===== src/rtl/irq_pkg.sv =====
// Shared constants and helpers for the machine-mode interrupt controller.
// Cause codes, id-width helper and the priority comparison used by arbiter and threshold.
package irq_pkg;

    localparam logic [3:0] CAUSE_MSI = 4'd3;
    localparam logic [3:0] CAUSE_MTI = 4'd7;
    localparam logic [3:0] CAUSE_MEI = 4'd11;

    // Widest priority the compare helper accepts; callers zero-extend into it.
    localparam int PRIO_MAX_W = 8;

    function automatic int id_w(input int num_src);
        return (num_src > 1) ? $clog2(num_src) : 1;
    endfunction

    function automatic logic prio_gt(input logic [PRIO_MAX_W-1:0] a,
                                     input logic [PRIO_MAX_W-1:0] b);
        return a > b;
    endfunction

endpackage


===== src/rtl/irq_prio_arb.sv =====
// Combinational max-priority selector over NUM_SRC requests.
// Strict greater-than while scanning upward gives ties to the lowest index.
module irq_prio_arb
    import irq_pkg::*;
#(
    parameter  int NUM_SRC = 8,
    parameter  int PRIO_W  = 3,
    localparam int ID_W    = id_w(NUM_SRC)
) (
    input  logic [NUM_SRC-1:0]        i_req,
    input  logic [NUM_SRC*PRIO_W-1:0] i_prio,
    output logic [ID_W-1:0]           o_id,
    output logic                      o_vld
);

    logic [ID_W-1:0]   w_id;
    logic              w_vld;
    logic [PRIO_W-1:0] w_prio;

    // NOTE: every variable gets a default before the loop so no latch is inferred.
    always_comb begin
        w_id   = '0;
        w_vld  = 1'b0;
        w_prio = '0;
        for (int i = 0; i < NUM_SRC; i++) begin
            if (i_req[i] &&
                (!w_vld || prio_gt(PRIO_MAX_W'(i_prio[i*PRIO_W +: PRIO_W]),
                                   PRIO_MAX_W'(w_prio)))) begin
                w_vld  = 1'b1;
                w_id   = ID_W'(i);
                w_prio = i_prio[i*PRIO_W +: PRIO_W];
            end
        end
    end

    assign o_id  = w_id;
    assign o_vld = w_vld;

endmodule


===== src/rtl/excp_irq_ctrl.sv =====
// Machine-mode interrupt controller: source gateways, registered arbitration,
// claim/complete handshake, MIE stretch, WFI wake and mcause selection.
module excp_irq_ctrl
    import irq_pkg::*;
#(
    parameter  int XLEN    = 32,
    parameter  int NUM_SRC = 8,
    parameter  int PRIO_W  = 3,
    localparam int ID_W    = id_w(NUM_SRC)
) (
    input  logic                      clk,
    input  logic                      rst_n,
    input  logic                      dbg_mode,
    input  logic [NUM_SRC-1:0]        src_irq,
    input  logic [NUM_SRC-1:0]        src_edge,
    input  logic [NUM_SRC-1:0]        src_en,
    input  logic [NUM_SRC*PRIO_W-1:0] src_prio,
    input  logic [PRIO_W-1:0]         prio_thresh,
    input  logic                      sft_irq,
    input  logic                      tmr_irq,
    input  logic                      status_mie_r,
    input  logic                      meie_r,
    input  logic                      msie_r,
    input  logic                      mtie_r,
    input  logic                      wfi_flag_r,
    input  logic                      irq_take,
    input  logic                      ext_complete,
    input  logic [ID_W-1:0]           ext_complete_id,
    output logic                      irq_req,
    output logic                      irq_req_active,
    output logic                      wfi_irq_req,
    output logic [XLEN-1:0]           irq_cause,
    output logic [ID_W-1:0]           ext_claim_id,
    output logic                      ext_busy
);

    logic [NUM_SRC-1:0] r_src_q;
    logic [NUM_SRC-1:0] r_src_q_d;
    logic [NUM_SRC-1:0] r_pend;
    logic [ID_W-1:0]    r_best_id;
    logic               r_best_vld;
    logic               r_mie_d;
    logic               r_ext_busy;
    logic [ID_W-1:0]    r_ext_claim_id;

    logic [NUM_SRC-1:0] w_rise;
    logic [NUM_SRC-1:0] w_elig;
    logic [NUM_SRC-1:0] w_pend_nxt;
    logic [ID_W-1:0]    w_arb_id;
    logic               w_arb_vld;
    logic               w_ext_irq;
    logic               w_mei;
    logic               w_msi;
    logic               w_mti;
    logic               w_raw;
    logic               w_claim;
    logic               w_complete;
    logic [3:0]         w_code;

    assign w_rise = r_src_q & ~r_src_q_d;

    // Edge pendings keep latching regardless of enable or debug; a fresh rise beats a claim clear.
    always_comb begin
        w_pend_nxt = '0;
        w_elig     = '0;
        for (int i = 0; i < NUM_SRC; i++) begin
            if (src_edge[i]) begin
                w_pend_nxt[i] = w_rise[i] |
                                (r_pend[i] & ~(w_claim && (r_best_id == ID_W'(i))));
            end else begin
                w_pend_nxt[i] = r_src_q[i];
            end
            w_elig[i] = r_pend[i] & src_en[i] &
                        prio_gt(PRIO_MAX_W'(src_prio[i*PRIO_W +: PRIO_W]),
                                PRIO_MAX_W'(prio_thresh));
        end
    end

    irq_prio_arb #(
        .NUM_SRC (NUM_SRC),
        .PRIO_W  (PRIO_W)
    ) u_arb (
        .i_req  (w_elig),
        .i_prio (src_prio),
        .o_id   (w_arb_id),
        .o_vld  (w_arb_vld)
    );

    assign w_ext_irq = r_best_vld & ~r_ext_busy;
    assign w_mei     = w_ext_irq & meie_r;
    assign w_msi     = sft_irq & msie_r;
    assign w_mti     = tmr_irq & mtie_r;
    assign w_raw     = w_mei | w_msi | w_mti;

    assign w_code = w_mei ? CAUSE_MEI :
                    w_msi ? CAUSE_MSI :
                    w_mti ? CAUSE_MTI : 4'd0;

    // A claim needs MEI presented, which already implies not busy, so claim and complete never collide.
    assign w_claim    = irq_take & w_mei;
    assign w_complete = ext_complete & r_ext_busy & (ext_complete_id == r_ext_claim_id);

    // NOTE: state updates use non-blocking assignments so every register samples pre-edge values.
    always_ff @(posedge clk or negedge rst_n) begin
        if (!rst_n) begin
            r_src_q        <= '0;
            r_src_q_d      <= '0;
            r_pend         <= '0;
            r_best_id      <= '0;
            r_best_vld     <= 1'b0;
            r_mie_d        <= 1'b0;
            r_ext_busy     <= 1'b0;
            r_ext_claim_id <= '0;
        end else begin
            r_src_q    <= src_irq;
            r_src_q_d  <= r_src_q;
            r_pend     <= w_pend_nxt;
            r_best_id  <= w_arb_id;
            r_best_vld <= w_arb_vld;
            r_mie_d    <= status_mie_r;
            if (w_complete) begin
                r_ext_busy <= 1'b0;
            end else if (w_claim) begin
                r_ext_busy     <= 1'b1;
                r_ext_claim_id <= r_best_id;
            end
        end
    end

    assign wfi_irq_req    = ~dbg_mode & w_raw;
    assign irq_req        = ~dbg_mode & (status_mie_r | r_mie_d) & w_raw;
    assign irq_req_active = wfi_flag_r ? wfi_irq_req : irq_req;
    assign irq_cause      = {1'b1, {(XLEN-5){1'b0}}, w_code};
    assign ext_claim_id   = r_ext_claim_id;
    assign ext_busy       = r_ext_busy;

endmodule


===== config.mk =====
export PLATFORM = sky130hd
export DESIGN_NAME = excp_irq_ctrl
export DESIGN_NICKNAME = d
export VERILOG_FILES = /design/src/rtl/irq_pkg.sv /design/src/rtl/irq_prio_arb.sv /design/src/rtl/excp_irq_ctrl.sv
export SDC_FILE = /design/constraint.sdc
export NUM_CORES = 1
export LEC_CHECK = 0
export CORE_ASPECT_RATIO = 1.2
export CORE_UTILIZATION = 42
export DETAILED_ROUTE_END_ITERATION = 7
export GPL_TIMING_DRIVEN = 0
export PLACE_DENSITY = 0.75
export SKIP_LAST_GASP = 1
export SYNTH_ARGS = -nofsm -noshare
export SYNTH_HDL_FRONTEND = slang
export SYNTH_HIERARCHICAL = 1
export SYNTH_SLANG_ARGS = --single-unit

===== constraint.sdc =====
create_clock -name clk -period 8.5 [get_ports clk]
set_input_delay 1.7 -clock clk [delete_from_list [all_inputs] [get_ports clk]]
set_output_delay 1.7 -clock clk [all_outputs]
set_load 0.02 [all_outputs]

==> flow_metrics.env, run 1 <==
export IMPL_outcome="finished, violations left"
export IMPL_violations="negative setup slack"
export IMPL_cp_data_arrival_time_ns=10.72
export IMPL_setup_viol=3
export IMPL_met3_length_um=447
export IMPL_htreeDepth=2
export IMPL_reg2reg_slack_ns=-0.39
export IMPL_crit_fanout=5
export IMPL_power_w=0.0006619
export IMPL_syn_area_um2=2974
export IMPL_required_ns=8.67
export IMPL_ant_nets=0
export IMPL_insertedDiodeCount=0
export IMPL_synth_commonest_cells="ha_1 (45), dfrtp_1 (33), inv_1 (32)"
export IMPL_hold_class="reg -> reg"
export IMPL_post_drt_wl_per_cell_um=13.91
export IMPL_first_global_vias=2717
export IMPL_synthAdderAreaFrac_pct=18.93
export IMPL_synth_cell_types=55
export IMPL_cp_top_family="compound AO/OA/AOI/OAI gates"
export IMPL_holdWs_ns=0.3775
export IMPL_die_w_um=78.82
export IMPL_die_h_um=94.18
export IMPL_design_core_area_um2=6854
export IMPL_min_path_cells=0
export IMPL_timing_final_crit_share_pct=124.1
export IMPL_hold_viol_final=0
export IMPL_drive_gt1_share_pct=33.83
export IMPL_crit_buf_inv=8
export IMPL_drc=0
export IMPL_reg2reg_to="r_best_id[0]"
export IMPL_utilization_pct=68.78
export IMPL_worstMarginPinSlew_ns=0.8212
export IMPL_start_util_pct=43.39
export IMPL_synth_avg_cell_area_um2=8.958
export IMPL_ios=105
export IMPL_groute_usage_overall_pct=20.43
export IMPL_fmax_mhz=94.80
export IMPL_fin_nets=583
export IMPL_fin_cells=560
export IMPL_vias=2887
export IMPL_synthesis_instances=332
export IMPL_synth_top_family_by_area="compound AO/OA/AOI/OAI gates"
export IMPL_synth_compound_area_share_pct=19.27
export IMPL_maxCapViolations=0
export IMPL_cts_buffers=5
export IMPL_overflow=0
export IMPL_clock_latency_ns=0.28
export IMPL_slew_headroom_pct=45.26
export IMPL_synth_top_cell_by_area="dfrtp_1"
export IMPL_synthFlopType="dfrtp_1"
export IMPL_drtPass1Iterations=4
export IMPL_wl_met2_mm=4.095
export IMPL_vdd_ir_drop_max_uv=136.7
export IMPL_cpMostUsedCell="ha_4"
export IMPL_dr_first_iter_drc_count=87
export IMPL_r2r_start="r_pend[0]"
export IMPL_clk_pin_slew_ns=0.06
export IMPL_max_stage_delay_ns=0.33
export IMPL_synthArstFlopShare_pct=100.0
export IMPL_p_leak_nw=2.116
export IMPL_min_to="r_src_q_d[6]"
export IMPL_area_growth_pct=58.52
export IMPL_clock_sinks=33
export IMPL_regArea_um2=825.8
export IMPL_synthMostInstantiatedCell="ha_1"
export IMPL_synth_edff_count=0
export IMPL_cts_root_buf="clkbuf_8"
export IMPL_viasPerCell=5.155
export IMPL_endpoint_kind="flip-flop"
export IMPL_place_gp_congestion=0.8419
export IMPL_grt_max_degree=34
export IMPL_r2r_cells=50
export IMPL_io_buffers=76
export IMPL_highest_layer="met4"
export IMPL_ys_top_cells_by_area="dfrtp_1 (28%), ha_1 (19%), buf_4 (7.6%)"
export IMPL_fill_cells=565
export IMPL_yosysWarnings=6
export IMPL_cts_tree="done"
export IMPL_period_needed_ns=10.55
export IMPL_slew_viol_final=0
export IMPL_rows=33
export IMPL_synth_xor_area_share_pct=0.8835
export IMPL_yosys_area_top_type_share_pct=27.77
export IMPL_totalWireLength_mm=7.792
export IMPL_rsz0062_at_grt="true"
export IMPL_ctsLongestPathBuffers=2
export IMPL_cellPowerDensity_nw_per_um2=140.4
export IMPL_synthMuxAreaShare_pct=2.188
export IMPL_seq_area_frac_synth_pct=27.77
export IMPL_antenna_found_initial=0
export IMPL_worstSetupStartpointType="primary input"
export IMPL_min_from="r_src_q[6]"
export IMPL_drt_met1_wl_mm=3.048
export IMPL_multiInputGateArea_um2=2300
export IMPL_cpMaxStageDelayCell="ha_1"
export IMPL_dpl_hpwl_mm=5.791
export IMPL_fin_worst_skew_ns=0.005804
export IMPL_criticalPathCategory="in -> reg"
export IMPL_dp_cells=521
export IMPL_grt_pass1_wl_mm=12.14
export IMPL_synth_seq_cells=33
export IMPL_yosys_area_share_simple_pct=17.46
export IMPL_worst_slack_ns=-2.049
export IMPL_die_area_um2=7423
-- worst max-delay path by stage --
stage                        start      endpoint  cells past startpoint
global placement    prio_thresh[1]  r_best_id[0]                     52
CTS                 prio_thresh[1]  r_best_id[0]                     53
finish              prio_thresh[1]  r_best_id[0]                     54
detailed placement  prio_thresh[1]  r_best_id[0]                     52
floorplan           prio_thresh[1]  r_best_id[0]                     51
global route        prio_thresh[1]  r_best_id[0]                     54
-- flip-flops by register name, indices dropped and copies added (netlist names) --
name,cells
r_pend,8
r_best_id,3
r_src_q,8
r_mie_d,1
r_src_q_d,8
ext_claim_id,3
ext_busy,1
r_best_vld,1
-- per-stage QoR --
step	setup TNS (ns)	setup slack (ns)	area, um2
global route	-7.165	-2.432	4715
finish	-6.025	-2.049	4715
floorplan	-4.379	-1.534	3273
global placement	-8.391	-2.851	4143
CTS	-5.370	-1.837	4481
detailed placement	-9.153	-3.096	4143
-- cell type report --
type / instances / area share (%)
Multi-Input combinational cell: 255 / 48.78
Clock inverter: 2 / 0.2123
Sequential cell: 33 / 17.52
Buffer: 35 / 5.679
Inverter: 35 / 2.919
Tap cell: 87 / 2.309
Timing Repair Buffer: 107 / 21.05
Clock buffer: 6 / 1.539
-- metal layers --
layer / global-route usage [%] / up-vias
li1: - / 1419
met2: 37.97 / 105
met1: 23.98 / 1344
met4: 5.758 / 0
met5: 0 / -
met3: 3.204 / 19
-- timing repair --
| item | in CTS | in global routing |
|---|---|---|
| hold buffers | 0 | 0 |
| pin swaps | 33 | 48 |
| setup buffers | 20 | 12 |
| setup endpoints to repair | 3 | 3 |
| resized for setup | 45 | 29 |
-- placed cells by master (no fill, tap or decap), drive strengths merged, types with 4 or more instances in the layout --
cell and n:
nor2b 12, mux2 4, dfrtp 33, nor3 5, nand3b 4, clkbuf 7, a21oi 19, a32o 8
buf 70, o21ai 16, nand2 19, conb 28, nand3 18, ha 45, inv 34, o211ai 4
nor2 16, clkdlybuf4s50 69, o21a 6
-- logic make-up (layout without fill, tap and decap cells) --
group | count (synthesis) | count (layout)
simple gates | 94 | 94
flops | 33 | 33
buf+inv | 70 | 185
fa+ha+maj | 45 | 45
compound gates | 79 | 79
other cells | 2 | 28
mux | 6 | 6
xor+xnor | 3 | 3
-- power breakdown --
part           leakage (nW)  switching, W  internal, W
sequential            0.389     0.0000191     0.000179
clock                0.0450     0.0000514    0.0000566
combinational          1.68      0.000166     0.000189
total                  2.12      0.000237     0.000425
Power figures use the tool's default switching activity.
==> inputs of run 2 (changes only) <==
--- a/config.mk
+++ b/config.mk
@@ -9,6 +9,7 @@
 export CORE_UTILIZATION = 42
 export DETAILED_ROUTE_END_ITERATION = 7
 export GPL_TIMING_DRIVEN = 0
+export HOLD_SLACK_MARGIN = 0.15
 export PLACE_DENSITY = 0.75
 export SKIP_LAST_GASP = 1
 export SYNTH_ARGS = -nofsm -noshare
==> results of run 2 <==
The final DEF is identical to that of run 1; final timing and power are the same.
==> inputs of run 3 (changes only) <==
--- a/config.mk
+++ b/config.mk
@@ -6,13 +6,11 @@
 export NUM_CORES = 1
 export LEC_CHECK = 0
 export CORE_ASPECT_RATIO = 1.2
-export CORE_UTILIZATION = 42
+export CORE_UTILIZATION = 41
 export DETAILED_ROUTE_END_ITERATION = 7
 export GPL_TIMING_DRIVEN = 0
 export HOLD_SLACK_MARGIN = 0.15
-export PLACE_DENSITY = 0.75
-export SKIP_LAST_GASP = 1
+export PLACE_DENSITY = 0.74
 export SYNTH_ARGS = -nofsm -noshare
 export SYNTH_HDL_FRONTEND = slang
-export SYNTH_HIERARCHICAL = 1
 export SYNTH_SLANG_ARGS = --single-unit
==> run 3 against run 2 <==
The run still ends with negative setup slack left. Clock power barely moved. Cell count fell by 2.9%. Global-route usage rose by 1.9 points. Wire length up 7.2%. Worst setup slack worse by 0.22 ns. Synthesized cell count is 5.7% lower.
==> flow_metrics.env, run 3 <==
export IMPL_outcome="finished, violations left"
export IMPL_synth_seq_cells=33
export IMPL_clock_sinks=33
export IMPL_hold_class="reg -> reg"
export IMPL_hold_viol_final=0
export IMPL_drtPass1Iterations=4
export IMPL_fin_nets=567
export IMPL_grt_pass1_wl_mm=12.85
export IMPL_worstMarginPinSlew_ns=1.042
export IMPL_synth_commonest_cells="ha_1 (45), dfrtp_1 (33), buf_4 (30)"
export IMPL_final_cell_mix="clkdlybuf4s50_1 (69), buf_4 (64), ha_1 (36)"
export IMPL_highest_layer="met4"
export IMPL_violations="negative setup slack"
export IMPL_synthArstFlopShare_pct=100.0
export IMPL_cts_tree="done"
export IMPL_period_needed_ns=10.76
export IMPL_grt_max_degree=34
export IMPL_hold_buffers=0
export IMPL_cts_root_buf="clkbuf_8"
export IMPL_area_growth_pct=56.94
export IMPL_dpl_hpwl_mm=5.999
export IMPL_crit_fanout=6
export IMPL_pre_cts_slack_ns=-3.815
export IMPL_cts_buffers=5
export IMPL_die_w_um=79.39
export IMPL_cp_data_arrival_time_ns=10.91
export IMPL_cpMaxStageDelayCell="or3_4"
export IMPL_setup_viol=3
export IMPL_fill_cells=561
export IMPL_viasPerCell=5.279
export IMPL_place_gp_congestion=0.9039
export IMPL_first_global_vias=2780
export IMPL_antenna_found_initial=0
export IMPL_drive_gt1_share_pct=32.60
export IMPL_ios=105
export IMPL_timing_final_crit_share_pct=126.6
export IMPL_groute_usage_overall_pct=22.32
export IMPL_vias=2872
export IMPL_htreeDepth=2
export IMPL_ant_nets=0
export IMPL_fmax_mhz=92.89
export IMPL_ys_top_cells_by_area="dfrtp_1 (28%), ha_1 (19%), buf_4 (7.6%)"
export IMPL_die_area_um2=7531
export IMPL_yosys_area_top_type_share_pct=28.03
export IMPL_synth_avg_cell_area_um2=9.414
export IMPL_synth_cell_types=59
export IMPL_fin_worst_skew_ns=0.005607
export IMPL_yosysWarnings=0
export IMPL_crit_buf_inv=5
export IMPL_die_h_um=94.87
export IMPL_p_leak_nw=2.059
export IMPL_endpoint_kind="flip-flop"
export IMPL_insertedDiodeCount=0
export IMPL_synth_top_cell_by_area="dfrtp_1"
export IMPL_met3_length_um=412
export IMPL_rsz0062_at_grt="true"
export IMPL_post_drt_wl_per_cell_um=15.35
export IMPL_wl_met2_mm=4.411
export IMPL_tns_ns=-6.732
export IMPL_final_area_um2=4624
export IMPL_required_ns=8.65
export IMPL_cellPowerDensity_nw_per_um2=142.3
export IMPL_rows=33
export IMPL_placed_cell_area_um2=4064
export IMPL_clock_latency_ns=0.28
export IMPL_holdWs_ns=0.3769
export IMPL_largestRegisters="r_pend: 8 flops, r_src_q: 8 flops, r_src_q_d: 8 flops"
export IMPL_synthesis_instances=313
export IMPL_max_stage_delay_ns=0.34
export IMPL_synth_edff_count=0
export IMPL_clk_pin_slew_ns=0.07
export IMPL_synthFlopType="dfrtp_1"
export IMPL_ctsLongestPathBuffers=2
export IMPL_io_buffers=76
export IMPL_design_core_area_um2=6895
export IMPL_drc=0
export IMPL_criticalPathCategory="in -> reg"
export IMPL_mostFrequentLayoutCell="clkdlybuf4s50_1"
export IMPL_worst_slack_ns=-2.265
export IMPL_cp_top_family="compound AO/OA/AOI/OAI gates"
export IMPL_maxCapViolations=0
export IMPL_power_w=0.0006580
export IMPL_vdd_ir_drop_max_uv=108.1
export IMPL_drt_met1_wl_mm=3.275
export IMPL_totalWireLength_mm=8.350
export IMPL_dr_first_iter_drc_count=60
export IMPL_seq_area_frac_synth_pct=28.03
export IMPL_overflow=0
export IMPL_syn_area_um2=2947
export IMPL_worstSetupStartpointType="primary input"
export IMPL_synthMostInstantiatedCell="ha_1"
export IMPL_slew_viol_final=0
export IMPL_start_util_pct=42.73
export IMPL_slew_headroom_pct=29.87
==> run 3: changes by cell type after synthesis, moves of 3 or more <==
cell / before / now
inv_1: 32 / 16
a21oi_1: 17 / 4
o21ai_0: 14 / 7
a31oi_1: 2 / 7
nand2_1: 19 / 23
a21o_1: 2 / 5
a32oi_1: 3 / 0
inv_2: 3 / 0
nand4b_1: 3 / 0
o21a_1: 5 / 8
==> run 3: through the flow <==
stage | utilization, % | cells
4_1_cts | 64.29 | 530
3_3_place_gp | 59.01 | 502
3_5_place_dp | 58.94 | 502
5_1_grt | 67.07 | 544
2_1_floorplan | - | 339
6_report | 67.07 | 544
==> run 3: worst paths after layout <==
| path | endpoint | cells after the start | slack (ns) | start |
|---|---|---|---|---|
| max in group asynchronous | r_src_q[1] | 1 | 6.60 | rst_n |
| min in group asynchronous | r_src_q_d[5] | 1 | 1.45 | rst_n |
| min | r_src_q_d[5] | 0 | 0.38 | r_src_q[5] |
| max reg2reg | r_best_id[2] | 52 | -0.65 | r_pend[0] |
| max | r_best_id[2] | 55 | -2.26 | src_prio[0] |
| min reg2reg | r_src_q_d[5] | 0 | 0.38 | r_src_q[5] |
==> run 3: final cells by class <==
class                      count  area (um2)  share of cell area (%)
clock buffer                   6       72.57                   1.569
buffer                        30       225.2                   4.870
inverter                      16       67.56                   1.461
tap                           87       108.9                   2.354
sequential                    33       825.8                   17.86
multi-input combinational    258        2292                   49.57
clock inverter                 2       10.01                  0.2164
timing repair buffer         112        1022                   22.10
==> run 3: power breakdown <==
part / total, W / internal (W) / switching (W)
Combinational: 0.000350 / 0.000185 / 0.000165
Clock: 0.000111 / 0.0000566 / 0.0000545
Sequential: 0.000197 / 0.000179 / 0.0000181
Total: 0.000658 / 0.000420 / 0.000238
==> run 3: kinds of logic (layout without fill, tap and decap cells) <==
kind of cell	after synthesis	in the layout	synth area share [%]
xor+xnor	3	3	0.8919
flops	33	33	28.03
fa+ha+maj	45	45	19.11
mux	2	2	0.7643
other cells	2	28	0.2549
buf+inv	48	166	10.02
simple gates	104	104	18.39
compound gates	76	76	22.55
==> run 3: layer usage <==
metal | up-vias | global-route usage [%]
met2 | 100 | 42.10
li1 | 1399 | -
met4 | 0 | 11.82
met3 | 24 | 2.899
met5 | - | 0
met1 | 1349 | 23.89
==> run 3: what timing repair did <==
action,in CTS,in global routing
endpoints found under the setup margin,3,3
buffers inserted,21,15
pin swaps,36,46
resized for setup,52,21
